$ cat config.mk
export PLATFORM = sky130hd
export DESIGN_NAME = fetch_unit
export DESIGN_NICKNAME = d
export VERILOG_FILES = /design/src/rtl/fetch_pkg.sv /design/src/rtl/fetch_skid_buffer.sv /design/src/rtl/fetch_unit.sv
export SDC_FILE = /design/constraint.sdc
export NUM_CORES = 1
export LEC_CHECK = 0
export ABC_AREA = 1
export CAP_MARGIN = 20
export CORE_MARGIN = 4
export CORE_UTILIZATION = 35
export DETAILED_ROUTE_END_ITERATION = 6
export SLEW_MARGIN = 20
export SYNTH_ARGS = -nofsm -noshare
export SYNTH_HDL_FRONTEND = slang
export SYNTH_SLANG_ARGS = --single-unit
$ cat constraint.sdc
create_clock -name clk -period 1.49 [get_ports clk]
set_input_delay 0.298 -clock clk [delete_from_list [all_inputs] [get_ports clk]]
set_output_delay 0.298 -clock clk [all_outputs]
set_load 0.01 [all_outputs]
$ cat src/rtl/fetch_pkg.sv
// Shared definitions for the fetch front-end: FSM state encoding and default
// reset PC / PC increment.
package fetch_pkg;

    typedef enum logic [1:0] {
        S_BOOT = 2'd0,
        S_RUN  = 2'd1,
        S_HOLD = 2'd2
    } state_t;

    localparam logic [31:0] FETCH_RESET_PC = 32'h0000_0000;
    localparam int unsigned FETCH_PC_STEP  = 32'd4;

endpackage

$ cat src/rtl/fetch_skid_buffer.sv
// One-entry holding register for an instruction that returned while the queue
// was full; flush has priority over load, load over drain.
module fetch_skid_buffer
    import fetch_pkg::*;
#(
    parameter int DATA_WIDTH = 32,
    parameter int ADDR_WIDTH = 32
) (
    input  logic                  clk,
    input  logic                  rst_n,
    input  logic                  load,
    input  logic                  drain,
    input  logic                  flush,
    input  logic [DATA_WIDTH-1:0] load_data,
    input  logic [ADDR_WIDTH-1:0] load_pc,
    output logic                  valid,
    output logic [DATA_WIDTH-1:0] data,
    output logic [ADDR_WIDTH-1:0] pc
);

    logic                  valid_r;
    logic [DATA_WIDTH-1:0] data_r;
    logic [ADDR_WIDTH-1:0] pc_r;

    // entry register: flush > load > drain
    always_ff @(posedge clk or negedge rst_n) begin
        if (!rst_n) begin
            valid_r <= 1'b0;
            data_r  <= '0;
            pc_r    <= '0;
        end else if (flush) begin
            valid_r <= 1'b0;
        end else if (load) begin
            valid_r <= 1'b1;
            data_r  <= load_data;
            pc_r    <= load_pc;
        end else if (drain) begin
            valid_r <= 1'b0;
        end else begin
            valid_r <= valid_r;
        end
    end

    assign valid = valid_r;
    assign data  = data_r;
    assign pc    = pc_r;

endmodule

$ cat src/rtl/fetch_unit.sv
// Instruction fetch stage: PC, imem requests and queue push with redirect flush.
// Define FETCH_SKID_EN to park full-queue responses in a skid register instead of replaying.
module fetch_unit
    import fetch_pkg::*;
#(
    parameter int                    ADDR_WIDTH  = 32,
    parameter int                    INSTR_WIDTH = 32,
    parameter logic [ADDR_WIDTH-1:0] RESET_PC    = ADDR_WIDTH'(FETCH_RESET_PC),
    parameter int unsigned           PC_STEP     = FETCH_PC_STEP
) (
    input  logic                   clk,
    input  logic                   reset,
    input  logic                   queue_full,
    input  logic                   redirect,
    input  logic [ADDR_WIDTH-1:0]  redirect_pc,
    output logic                   imem_req,
    output logic [ADDR_WIDTH-1:0]  imem_addr,
    input  logic [INSTR_WIDTH-1:0] imem_rdata,
    output logic                   enqueue,
    output logic [INSTR_WIDTH-1:0] fetch_instr,
    output logic [31:0]            fetch_count
);

    state_t                 state_r, state_nxt_s;
    logic [ADDR_WIDTH-1:0]  pc_r, pc_nxt_s, inflight_pc_r, restore_pc_s;
    logic                   inflight_valid_r;
    logic [31:0]            count_r;
    logic                   req_s, enq_s, restore_s, skid_hold_s, skid_valid_s;
    logic [INSTR_WIDTH-1:0] instr_s;

    assign req_s = (state_r == S_RUN) && !queue_full && !redirect && !skid_valid_s;

`ifdef FETCH_SKID_EN
    logic                   skid_load_s, skid_drain_s;
    logic [INSTR_WIDTH-1:0] skid_data_s;
    logic [ADDR_WIDTH-1:0]  skid_pc_s;

    fetch_skid_buffer #(
        .DATA_WIDTH (INSTR_WIDTH),
        .ADDR_WIDTH (ADDR_WIDTH)
    ) u_skid (
        .clk       (clk),
        .rst_n     (reset),
        .load      (skid_load_s),
        .drain     (skid_drain_s),
        .flush     (redirect),
        .load_data (imem_rdata),
        .load_pc   (inflight_pc_r),
        .valid     (skid_valid_s),
        .data      (skid_data_s),
        .pc        (skid_pc_s)
    );

    // response steering: a parked entry drains before any new response; full responses park
    always_comb begin
        enq_s        = 1'b0;
        instr_s      = '0;
        skid_load_s  = 1'b0;
        skid_drain_s = 1'b0;
        restore_s    = 1'b0;
        restore_pc_s = skid_pc_s + ADDR_WIDTH'(PC_STEP);
        if (redirect) begin
            enq_s = 1'b0;
        end else if (skid_valid_s) begin
            if (!queue_full) begin
                enq_s        = 1'b1;
                instr_s      = skid_data_s;
                skid_drain_s = 1'b1;
                // fetch resumes right after the drained entry
                restore_s    = 1'b1;
            end else begin
                skid_drain_s = 1'b0;
            end
        end else if (inflight_valid_r) begin
            if (!queue_full) begin
                enq_s   = 1'b1;
                instr_s = imem_rdata;
            end else begin
                skid_load_s = 1'b1;
            end
        end else begin
            enq_s = 1'b0;
        end
        skid_hold_s = skid_valid_s && !skid_drain_s;
    end
`else
    assign skid_valid_s = 1'b0;

    // response steering: a response hitting a full queue is dropped and its address replayed
    always_comb begin
        enq_s        = 1'b0;
        instr_s      = '0;
        restore_s    = 1'b0;
        restore_pc_s = inflight_pc_r;
        skid_hold_s  = 1'b0;
        if (!redirect && inflight_valid_r) begin
            if (!queue_full) begin
                enq_s   = 1'b1;
                instr_s = imem_rdata;
            end else begin
                restore_s = 1'b1;
            end
        end else begin
            enq_s = 1'b0;
        end
    end
`endif

    // next state and next PC; redirect overrides everything
    always_comb begin
        state_nxt_s = state_r;
        pc_nxt_s    = pc_r;
        if (redirect) begin
            state_nxt_s = S_RUN;
            pc_nxt_s    = redirect_pc;
        end else begin
            case (state_r)
                S_BOOT: state_nxt_s = S_RUN;
                S_RUN: begin
                    if (queue_full || skid_hold_s) begin
                        state_nxt_s = S_HOLD;
                    end else begin
                        state_nxt_s = S_RUN;
                    end
                end
                S_HOLD: begin
                    if (!queue_full && !skid_hold_s) begin
                        state_nxt_s = S_RUN;
                    end else begin
                        state_nxt_s = S_HOLD;
                    end
                end
                default: state_nxt_s = S_BOOT;
            endcase
            if (req_s) begin
                pc_nxt_s = pc_r + ADDR_WIDTH'(PC_STEP);
            end else if (restore_s) begin
                pc_nxt_s = restore_pc_s;
            end else begin
                pc_nxt_s = pc_r;
            end
        end
    end

    // architectural state
    always_ff @(posedge clk or negedge reset) begin
        if (!reset) begin
            state_r          <= S_BOOT;
            pc_r             <= RESET_PC;
            inflight_valid_r <= 1'b0;
            inflight_pc_r    <= RESET_PC;
            count_r          <= 32'd0;
        end else begin
            state_r          <= state_nxt_s;
            pc_r             <= pc_nxt_s;
            inflight_valid_r <= req_s;
            if (req_s) begin
                inflight_pc_r <= pc_r;
            end else begin
                inflight_pc_r <= inflight_pc_r;
            end
            if (enq_s) begin
                count_r <= count_r + 32'd1;
            end else begin
                count_r <= count_r;
            end
        end
    end

    assign imem_req    = req_s;
    assign imem_addr   = pc_r;
    assign enqueue     = enq_s;
    assign fetch_instr = instr_s;
    assign fetch_count = count_r;

endmodule

# Word-level counts from Yosys, hierarchy flattened
# Cells that the tools add are included.
# Widths: inputs -> output; s select.
dict set report word_totals {
  regBits 99
  ram_bits 0
  memories 0
  output_inout_bits 98
  input_bits 68
  romBits 0
  latchBits 0
}
dict set report classes {
  n_reduce_logical 8
  bitwise 0
  n_mux 12
  mul 0
  magnitude_cmp 0
  shift 0
  addsub 2
  n_div 0
  n_eq_ne 2
}
# operator n
set op_table {}
lappend op_table {{$mux 32} 5}
lappend op_table {{$add 32x1->32 const B} 1}
lappend op_table {{$add 32x3->32 const B} 1}
lappend op_table {{$mux 1} 4}
lappend op_table {{$mux 2} 2}
lappend op_table {{$pmux 2 s2} 1}
lappend op_table {{$logic_and 1x1->1} 3}
lappend op_table {{$reduce_bool 3->1} 1}
lappend op_table {{$eq 2x1->1 const B} 1}
lappend op_table {{$eq 2x2->1 const B} 1}
lappend op_table {{$logic_not 1->1} 2}
lappend op_table {{$logic_not 2->1} 1}
lappend op_table {{$reduce_or 2->1} 1}

# Longest topological paths before layout
# Gate-level depths: netlist of run 1.
dict set report logic_depth {
  word_depth 6
  mapped_depth 12
}

# Worst setup path before layout of run 1
# Ideal clock, no wire load.
dict set report synth_path {
  path_type {register -> register}
  startpoint {reg pc_r[3], in the netlist imem_addr[3]}
  endpoint {reg pc_r[30], in the netlist imem_addr[30]}
  setup_ps 121
  period_less_slack_ps 1555
  path_stages_with_launch 11
  n_path_buf 0
  t_arrival_ps 1434
  setup_slack_ps -65
  cell_sequence {dfrtp_1 ha_1 nand2_1 nor2_1 nand2_1 nor2_1 nand2_1 nand2_1 nand2_1 o21bai_1 nand2_1}
}
dict set report synth_between {
  elab_chain_len 3
}
# element line
set synth_rtl {}
lappend synth_rtl {{start: declaration} fetch_unit.sv:25} ;# logic [ADDR_WIDTH-1:0] pc_r, pc_nxt_s, inflight_pc_r, restore_pc_s;
lappend synth_rtl {{start signal: assignment} fetch_unit.sv:155} ;# pc_r <= pc_nxt_s;
lappend synth_rtl {{$add 32x3->32} fetch_unit.sv:136} ;# pc_nxt_s = pc_r + ADDR_WIDTH'(PC_STEP);
lappend synth_rtl {{$mux 32} fetch_unit.sv:135} ;# if (req_s) begin
lappend synth_rtl {{$mux 32} fetch_unit.sv:113} ;# if (redirect) begin
# Every way passes these cells.
# A chain may end at the register's enable or synchronous reset.

# Worst setup path in the final report of run 1
dict set report layout_path {
  startpoint {reg state_r[1]}
  endpoint {out imem_req}
}
dict set report layout_between {
  elab_chain_len 3
}
# element line
set layout_rtl {}
lappend layout_rtl {{start: declaration} fetch_unit.sv:24} ;# state_t state_r, state_nxt_s;
lappend layout_rtl {{start signal: assignment} fetch_unit.sv:154} ;# state_r <= state_nxt_s;
lappend layout_rtl {{$eq 2x1->1} fetch_unit.sv:31} ;# assign req_s = (state_r == S_RUN) && !queue_full && !redirect && !skid_valid_s;
lappend layout_rtl {{$logic_and 1x1->1 (2 in series)} fetch_unit.sv:31}
lappend layout_rtl {{end: declaration} fetch_unit.sv:16} ;# output logic imem_req,
# Every way passes these cells.

==> metrics list, run 1 <==
- The initial antenna violation count is 0.
* Total negative slack for setup checks: -6.18 ns
- The run finished, with violations left.
- Final Critical Period: 1.62 ns
* Number of I/O pins: 166
* Parity-gate share of the synthesized area counting xor and xnor cells: under 10%
* Later-pin clock latency in the skew report: 0.35 ns
- STA puts the critical path data arrival time at 1.33 ns.
* Gp weighted congestion: 0.942
- Post-CTS clock slew at the launch and capture registers of the worst setup and hold paths: 0.07 ns
- Startpoint type of the worst setup path: flop
- The final critical path takes up 109% of the cycle.
- Gate count after technology mapping: 954
- Internal power: roughly 6.7 mW
* Netlist area before placement: 6300 um^2
- RSZ-0062 raised after global routing: true
* Met3 track demand over resource: under 10%
- Leaving out fill and tap cells, the most frequent cell in the layout is nand2_1.
- Via Count: 7,672
- The worst setup path is of the flop to output pin kind.
* Register area: 2480 um^2
- Area growth from synthesis to final layout: 83.8%
* WP data required: 1.19 ns
- The synthesized netlist devotes 7.95% of its cell area to compound gates.
- Placed wire-length estimate: approximately 16,000 um
- The first global-routing pass estimated roughly 37,000 um of wire.
- In this run, synthesis inferred 0 flip-flops with an integrated enable.
- The share of total power dissipated in sequential elements is 34.4%.
* Number of search-and-repair iterations in the first detailed-routing pass: 6
- Global routing consumed, on the met1 layer, 28.8% of the routing resources.
- Tightest hold margin: 0.395 ns
- Summing the areas of all fa, ha and maj instances in the mapped netlist gives 0.994% of the synthesized area.
* Multiplexer share of the synthesized area: 0%
- Violations in the final reports: setup timing
- The clock network is responsible for 22.8% of the overall power.
- Total number of yosys warnings: 0
* Critical Path Slowest Stage Cell: dfrtp_1
* Async set-reset flop share out of synthesis: 100%
- Leaving out filler cells and counting taps, the final layout contains 1,568.
* Worst supply voltage drop on vdd: 0.690 mV
* Maximum number of pins on one net before global-route repair: 25
- Measured along the y axis, the die boundary spans roughly 140 um.
* Maximum fanout count along the critical path: 4
- Die width: between 100 and 150 um
- Sequential elements use 39.3% of the synthesized area.
- TritonCTS created 9 clock buffers.
* Dominant delay contributor by cell family on the critical path: flip-flops
- Synthesis produced a netlist with a net count of 1,027.
- The largest single stage delay on the critical path is 0.39 ns.
- STA classifies the critical path endpoint as an output pin.
- Met2 usage: 38.7%
* Placed cell count: approximately 1,400
- Total buffers and inverters traversed by the critical path: 2
* Final Power: 10.3 mW
- Sw Share: a little over a third
- Core Box Area: between 15,000 and 20,000 um^2
- After the first detailed-routing iteration, the DRC count stood at between 300 and 400.
* Final setup violating endpoints: 73
* Kind of path behind the tightest hold check: input port to asynchronous set/reset pin
* Starting density of the core: a little over a third
- Total track usage: 22.7%
- The tool flagged a number of max-cap violations equal to 0.
* Number of synthesized register bits: 99
- Remaining max-slew budget at the tightest pin: 76.6%
* Footprint of the multi-input gates: 4320 um^2
- The net count of the finished layout is roughly 1,400.
* Leakage power figure: roughly 5.6 nW
- Per-instance average area after synthesis: around 6.6 um^2
- Remaining routing DRC violations: 0
- Counting along the longest clock path gives a buffer depth of 2.
* Switch Pwr: about 3.6 mW
- In this run the remaining antenna-violating nets after routing total 0.
- The global routing stage identified its most utilized layer as met2.
* Number of endpoints with negative hold slack in the final report: 0
- Remaining global-route overflow: 0
* Most frequent cells in the layout: nand2_1, buf_4, dfrtp_1
- At the pin with the least slew margin, the transition time is around 0.35 ns.
- Highest Clock Rate: 615 MHz
* Max H-tree Level: 3
- The number of global-route vias before repair was 7,333.
- Predominant post-synthesis flop cell: dfrtp_1
- The die covers just over 20,000 um^2.
- Dividing the detail-routed via count by the number of cells gives between 4 and 5.
- The critical path goes through inv_2 -> ha_4 -> nand2_4 -> nor2_4 -> buf_6.
* Total number of placement rows: 48
- The root buffer cell chosen for the clock tree is clkbuf_16.
- Number of antenna diodes: 0
- Final setup skew: 0.00932 ns
- The layout has 1,397 filler cells.
- Combinational logic is responsible for a little over two fifths of the overall power.
* Max-slew violation count: 0
* Port buffer count: 165
* Setup Slack @ Placement: -0.564 ns
- TritonCTS built the clock tree.
- Cells with a size suffix above 1 make up 37.4% of the layout.
- The netlist uses 41 different library cells.
- Sinks on Clock Net: 99
- Synth Area in Simple Gates: 41.8%
* Final Worst Setup Slack: -0.135 ns
* Cell area power density: 892 nW/um^2
* Detailed-route wire length per cell: 15.4 um
* DRT Wirelength: 24,100 um
- Largest family of logic cells by synthesized area: simple AND/OR/NAND/NOR gates
[per-stage QoR]
stage          area, um^2  util [%]
6_report            11600      66.2
5_1_grt             11600      66.2
4_1_cts             10400      59.5
3_5_place_dp         9140      52.3
3_3_place_gp         9140      52.3
2_1_floorplan        6320         -
[logic make-up after synthesis]
kind of cell             after synthesis
AO/OA/AOI/OAI                         91
AND/OR/NAND/NOR                      627
XOR/XNOR                              15
buffers and inverters                117
flip-flops                            99
adder cells (fa/ha/maj)                5
[sequential cells by signal, summed over array words and instances, names as in the netlist]
| register | flops |
|---|---|
| fetch_count | 32 |
| imem_addr | 32 |
| inflight_pc_r | 32 |
| state_r | 2 |
| inflight_valid_r | 1 |
[power groups by stage]
stage | sequential, mW | clock [mW] | combinational [mW]
after floorplan | 3.76 | 0 | 1.28
after global placement | 3.66 | 0 | 3.19
after detailed placement | 3.67 | 0 | 3.22
after CTS | 3.53 | 2.41 | 3.82
after global routing | 3.61 | 2.51 | 4.80
final | 3.55 | 2.35 | 4.42
[final cells by class]
| cell class | instances | area share [%] |
|---|---|---|
| Clock buffer | 12 | 2.04 |
| Timing Repair Buffer | 404 | 33.4 |
| Tap cell | 225 | 2.43 |
| Inverter | 85 | 2.88 |
| Clock inverter | 4 | 0.443 |
| Sequential cell | 99 | 21.5 |
| Multi-Input combinational cell | 739 | 37.3 |
[path summary, 6_finish.rpt]
| check | start | endpoint | slack (ns) | cells after the start |
|---|---|---|---|---|
| min in group clk | inflight_pc_r[1] | inflight_pc_r[1] | 0.47 | 2 |
| max in group asynchronous | reset | inflight_pc_r[6] | 0.54 | 3 |
| max reg2reg | state_r[0] | imem_addr[10] | -0.13 | 10 |
| max | state_r[1] | imem_req | -0.13 | 5 |
| min reg2reg | inflight_pc_r[1] | inflight_pc_r[1] | 0.47 | 2 |
| min | reset | fetch_count[13] | 0.40 | 2 |
[cells in the mapped netlist (2+ instances only)]
cell type / count / area [um^2]
a21oi_1: 16 / 80.1
buf_1: 3 / 11.3
buf_2: 6 / 30.0
buf_4: 3 / 22.5
buf_6: 3 / 33.8
clkbuf_1: 16 / 60.1
dfrtp_1: 99 / 2480
ha_1: 5 / 62.6
inv_1: 80 / 300
inv_2: 3 / 11.3
nand2_1: 362 / 1360
nand2_2: 2 / 12.5
nand2_4: 3 / 33.8
nand3_1: 67 / 335
nand3_2: 2 / 20.0
nand3b_1: 10 / 75.1
nand4_1: 5 / 31.3
nor2_1: 140 / 526
nor2_2: 4 / 25.0
nor2_4: 4 / 45.0
nor3_1: 20 / 100
nor3_2: 2 / 20.0
o211ai_1: 4 / 30.0
o21ai_0: 51 / 255
o21ai_1: 9 / 45.0
o21bai_1: 4 / 30.0
or2_2: 4 / 25.0
xnor2_1: 3 / 26.3
xor2_1: 12 / 105
[metal layers]
layer  share of wire (%)  vias up
li1                    -     3779
met1                  41     3604
met2                  50      217
met3                 4.9       72
met4                 3.8        0
met5                   0        -
[repair_timing]
action,CTS,global route
hold endpoints to repair,19,0
gates cloned,8,2
gates resized for setup,342,257
hold buffers,1,0
buffers inserted,67,36
pin swaps,46,88
setup endpoints to repair,142,125
Note: power is estimated with default switching activity, not from simulation.
==> run 2: changes to the inputs <==
CORE_MARGIN = not set   (was 4)
==> run 2 against run 1 <==
Effect of this change:
- combinational power is 2% higher
- via count is 1.3% higher
- first-iteration DRC count is 55% higher
- clock-buffer cell count is 2 lower
- largest power group unchanged
- largest cell class unchanged
- highest routed layer unchanged
- non-clock buffer count is 6 higher
- routed wire length is 1.7% lower
- critical path type unchanged
- fmax is 2.2% lower
- the flow still finishes with violations (setup timing)
- global-route usage is 2.6 points higher
- cell count is 0.32% higher
- design area is 0.41% higher
- worst hold slack worse by 0.040 ns
==> metrics list, run 2 (synthesized netlist as in run 1, its figures left out) <==
* Sinks on Clock Net: 99 (unchanged)
- The total area of multi-input combinational cells is 4380 um^2 (was 4320 um^2).
- The share of total power in the clock network was 24.5% (was 22.8%).
- The share of post-route cells with drive strength above 1 was 40.8% (was 37.4%).
- Later-pin clock latency in the skew report: 0.36 ns (was 0.35 ns)
* Max cap viols: 0 (unchanged)
* Most frequent standard cell in the layout excluding fill and tap cells: nand2_1 (unchanged)
- The total number of placement rows came to 48 (unchanged).
- RSZ-0062 raised after global routing: true (unchanged)
- The number of primary I/O pins is 166 (unchanged).
* Total buffers and inverters traversed by the critical path: 3 (was 2)
- Switch Pwr: 3.74 mW (was 3.62 mW)
- The final-report setup violation count came to 67 (was 73).
- The first-pass iteration count of the detailed router was 5 (was 6).
- Routed met2 length: 11,900 um (was 12,100 um)
- Highest Clock Rate: 602 MHz (was 615 MHz)
- Violations in the final reports: setup timing (unchanged)
- Run status: finished with violations (unchanged)
- The final critical path time including I/O delays and setup is 1.66 ns (was 1.62 ns).
- The total internal power is 6.99 mW (was 6.70 mW).
- Port buffer count: 165 (unchanged)
- Register area: 2490 um^2 (was 2480 um^2)
- Final critical-path share of the clock period: 112% (was 109%)
* Startpoint type of the worst setup path: flop (unchanged)
* WP data required: 1.19 ns (about the same)
* Final Power: 10.7 mW (was 10.3 mW)
- The register-to-register setup slack was -0.12 ns (was -0.13 ns).
* Met3 wire length: 1170 um (was 1180 um)
- Clock root buffer: clkbuf_16 (unchanged)
- Leakage power figure: 5.67 nW (was 5.61 nW)
* Arrival time of data at the critical path endpoint: 1.36 ns (was 1.33 ns)
- Dominant delay contributor by cell family on the critical path: buffers and inverters (was flip-flops)
- The combinational share of power is 41.9% (was 42.8%).
- Capturing point of the worst reg2reg path: imem_addr[15] (was imem_addr[10])
- Cell-by-cell listing of the critical path: nand2_4 -> buf_12 -> buf_16 -> nor2_2 -> buf_2 (was inv_2 -> ha_4 -> nand2_4 -> nor2_4 -> buf_6)
- Max layer used: met4 (unchanged)
* Number of buffers on the longest clock path: 2 (unchanged)
- Maximum number of pins on one net before global-route repair: 44 (was 25)
* Final setup skew: 0.0123 ns (was 0.00932 ns)
- The routed via count is 7,774 (was 7,672).
* Worst supply voltage drop on vdd: 0.708 mV (was 0.690 mV)
- The register share of total power is 33.6% (was 34.4%).
- The overall die area came to 18,500 um^2 (was 20,200 um^2).
- Core Box Area: 17,400 um^2 (was 17,500 um^2)
- Count of antenna-violating nets left after detailed routing: 0 (unchanged)
- The number of nets in the finished design came to 1,416 (was 1,411).
- Vias in the first global route: 7,237 (was 7,333)
- Max-slew violation count: 0 (unchanged)
- The post-detailed-placement half-perimeter wirelength came to 15,400 um (was 15,900 um).
- The global placement routability congestion was 0.942 (about the same).
- The length in cells of the worst reg-to-reg path was 13 (was 10).
- Final Worst Setup Slack: -0.172 ns (was -0.135 ns)
- DRT Wirelength: 23,700 um (was 24,100 um)
- Antenna violations before repair: 1 (was 0)
- Launch point of the worst reg-to-reg path: state_r[1] (was state_r[0])
* CP Class: flop to output pin (unchanged)
* Max H-tree Level: 3 (unchanged)
- The die outline width is 136 um (was 142 um).
* Filler instances: 1,399 (was 1,397)
- The routed length on met1 was 10,000 um (was 9920 um).
* CP Depth: 5 (unchanged)
- The number of DRC violations after detailed-routing iteration 0 came to 507 (was 328).
- Kind of path behind the tightest hold check: input port to asynchronous set/reset pin (unchanged)
- Remaining max-slew budget at the tightest pin: 78.9% (was 76.6%)
- The first-pass GRT wire length is 36,400 um (was 36,800 um).
- The total instance count after detailed placement is 1,448 (was 1,440).
- Number of endpoints with negative hold slack in the final report: 0 (unchanged)
* CTS tree: yes (unchanged)
* Post-Layout Cell Count: 1,573 (was 1,568)
- The critical path's largest stage delay is 0.39 ns (about the same).
- The highest-delay cell along the critical path is dfrtp_1 (unchanged).
- Most frequent cells in the layout: nand2_1, buf_4, dfrtp_1 (unchanged).
- Post-CTS clock slew at the launch and capture registers of the worst setup and hold paths: 0.08 ns (was 0.07 ns)
- The residual DRC count came to 0 (unchanged).
- The TritonCTS buffer count came to 9 (unchanged).
- Detailed-route wire length per cell: 15.1 um (was 15.4 um)
* Vias per std cell: 4.94 (was 4.89)
- Sw Share: 34.9% (was 35.0%)
- The endpoint class of the critical path is an output pin (unchanged).
- The total grt overflow was 0 (unchanged).
- Chip Height: 136 um (was 142 um)
- Maximum fanout count along the critical path: 8 (was 4)
* Cell area power density: 924 nW/um^2 (was 892 nW/um^2)
- Total track usage: 25.3% (was 22.7%)
- The pin slew with the least headroom to its limit is 0.316 ns (was 0.351 ns).
* Starting density of the core: 36.1% (was 36.0%)
- The area overhead of the layout relative to synthesis was 84.6% (was 83.8%).
[run 2: metal layers]
| layer | track usage (%) | up-vias |
|---|---|---|
| li1 | - | 3802 |
| met5 | 0 | - |
| met2 | 42.9 | 251 |
| met3 | 3.09 | 38 |
| met4 | 9.26 | 0 |
| met1 | 32.8 | 3683 |
[run 2: final cells by class]
class                      count  share of cell area, %
antenna                        1                 0.0215
sequential                    99                   21.4
clock buffer                  10                   2.06
multi-input combinational    738                   37.7
tap                          225                   2.42
inverter                      85                   2.90
clock inverter                 5                  0.732
timing repair buffer         410                   32.8
[run 2: worst max-delay path by stage]
stage	start	endpoint	slack, ns
6_report	inflight_valid_r	fetch_instr[21]	-0.17
5_1_grt	inflight_valid_r	fetch_instr[21]	-0.20
3_5_place_dp	queue_full	fetch_instr[22]	-0.56
3_3_place_gp	queue_full	fetch_instr[22]	-0.55
2_1_floorplan	imem_addr[3]	imem_addr[28]	-0.01
4_1_cts	state_r[1]	imem_req	-0.18
[run 2: power groups by stage]
stage	logic, mW	registers [mW]	clock network (mW)
after floorplan	1.28	3.76	0
after global placement	3.24	3.65	0
after detailed placement	3.28	3.66	0
after CTS	4.01	3.53	2.67
after global routing	4.88	3.66	2.76
final	4.50	3.61	2.63
[run 2: worst register-to-register path: cells and delay by family, from the launching register on]
family	cells	cell delay, ns
flops	1	0.39
fa+ha+maj	1	0.13
simple gates	7	0.47
compound gates	1	0.06
buf+inv	4	0.46
[run 2: repair_timing]
action	CTS	global route
pin swaps	59	90
buffers inserted	76	25
setup endpoints to repair	137	121
hold buffers	1	0
gates cloned	12	0
endpoints found under the hold margin	17	0
resized for setup	363	268
[run 2: per-stage QoR]
| step | area [um^2] | hold WS [ns] | worst slack, ns | TNS [ns] | util, % |
|---|---|---|---|---|---|
| after CTS | 10700 | 0.366 | -0.183 | -6.92 | 61.2 |
| after floorplan | 6320 | 0.00241 | -0.0101 | -0.0115 | - |
| after global routing | 11600 | 0.399 | -0.199 | -9.81 | 66.7 |
| after detailed placement | 9190 | 0.206 | -0.561 | -43.71 | 52.7 |
| final | 11600 | 0.356 | -0.172 | -5.24 | 66.7 |
| after global placement | 9190 | 0.204 | -0.549 | -42.69 | 52.7 |
==> run 3: changes to the inputs <==
SYNTH_HIERARCHICAL = 1   (was not set)
==> results of run 3 <==
Final layout, timing and power as in run 2 (identical DEF).
Among the figures that moved: Yosys warning count 0 -> 6
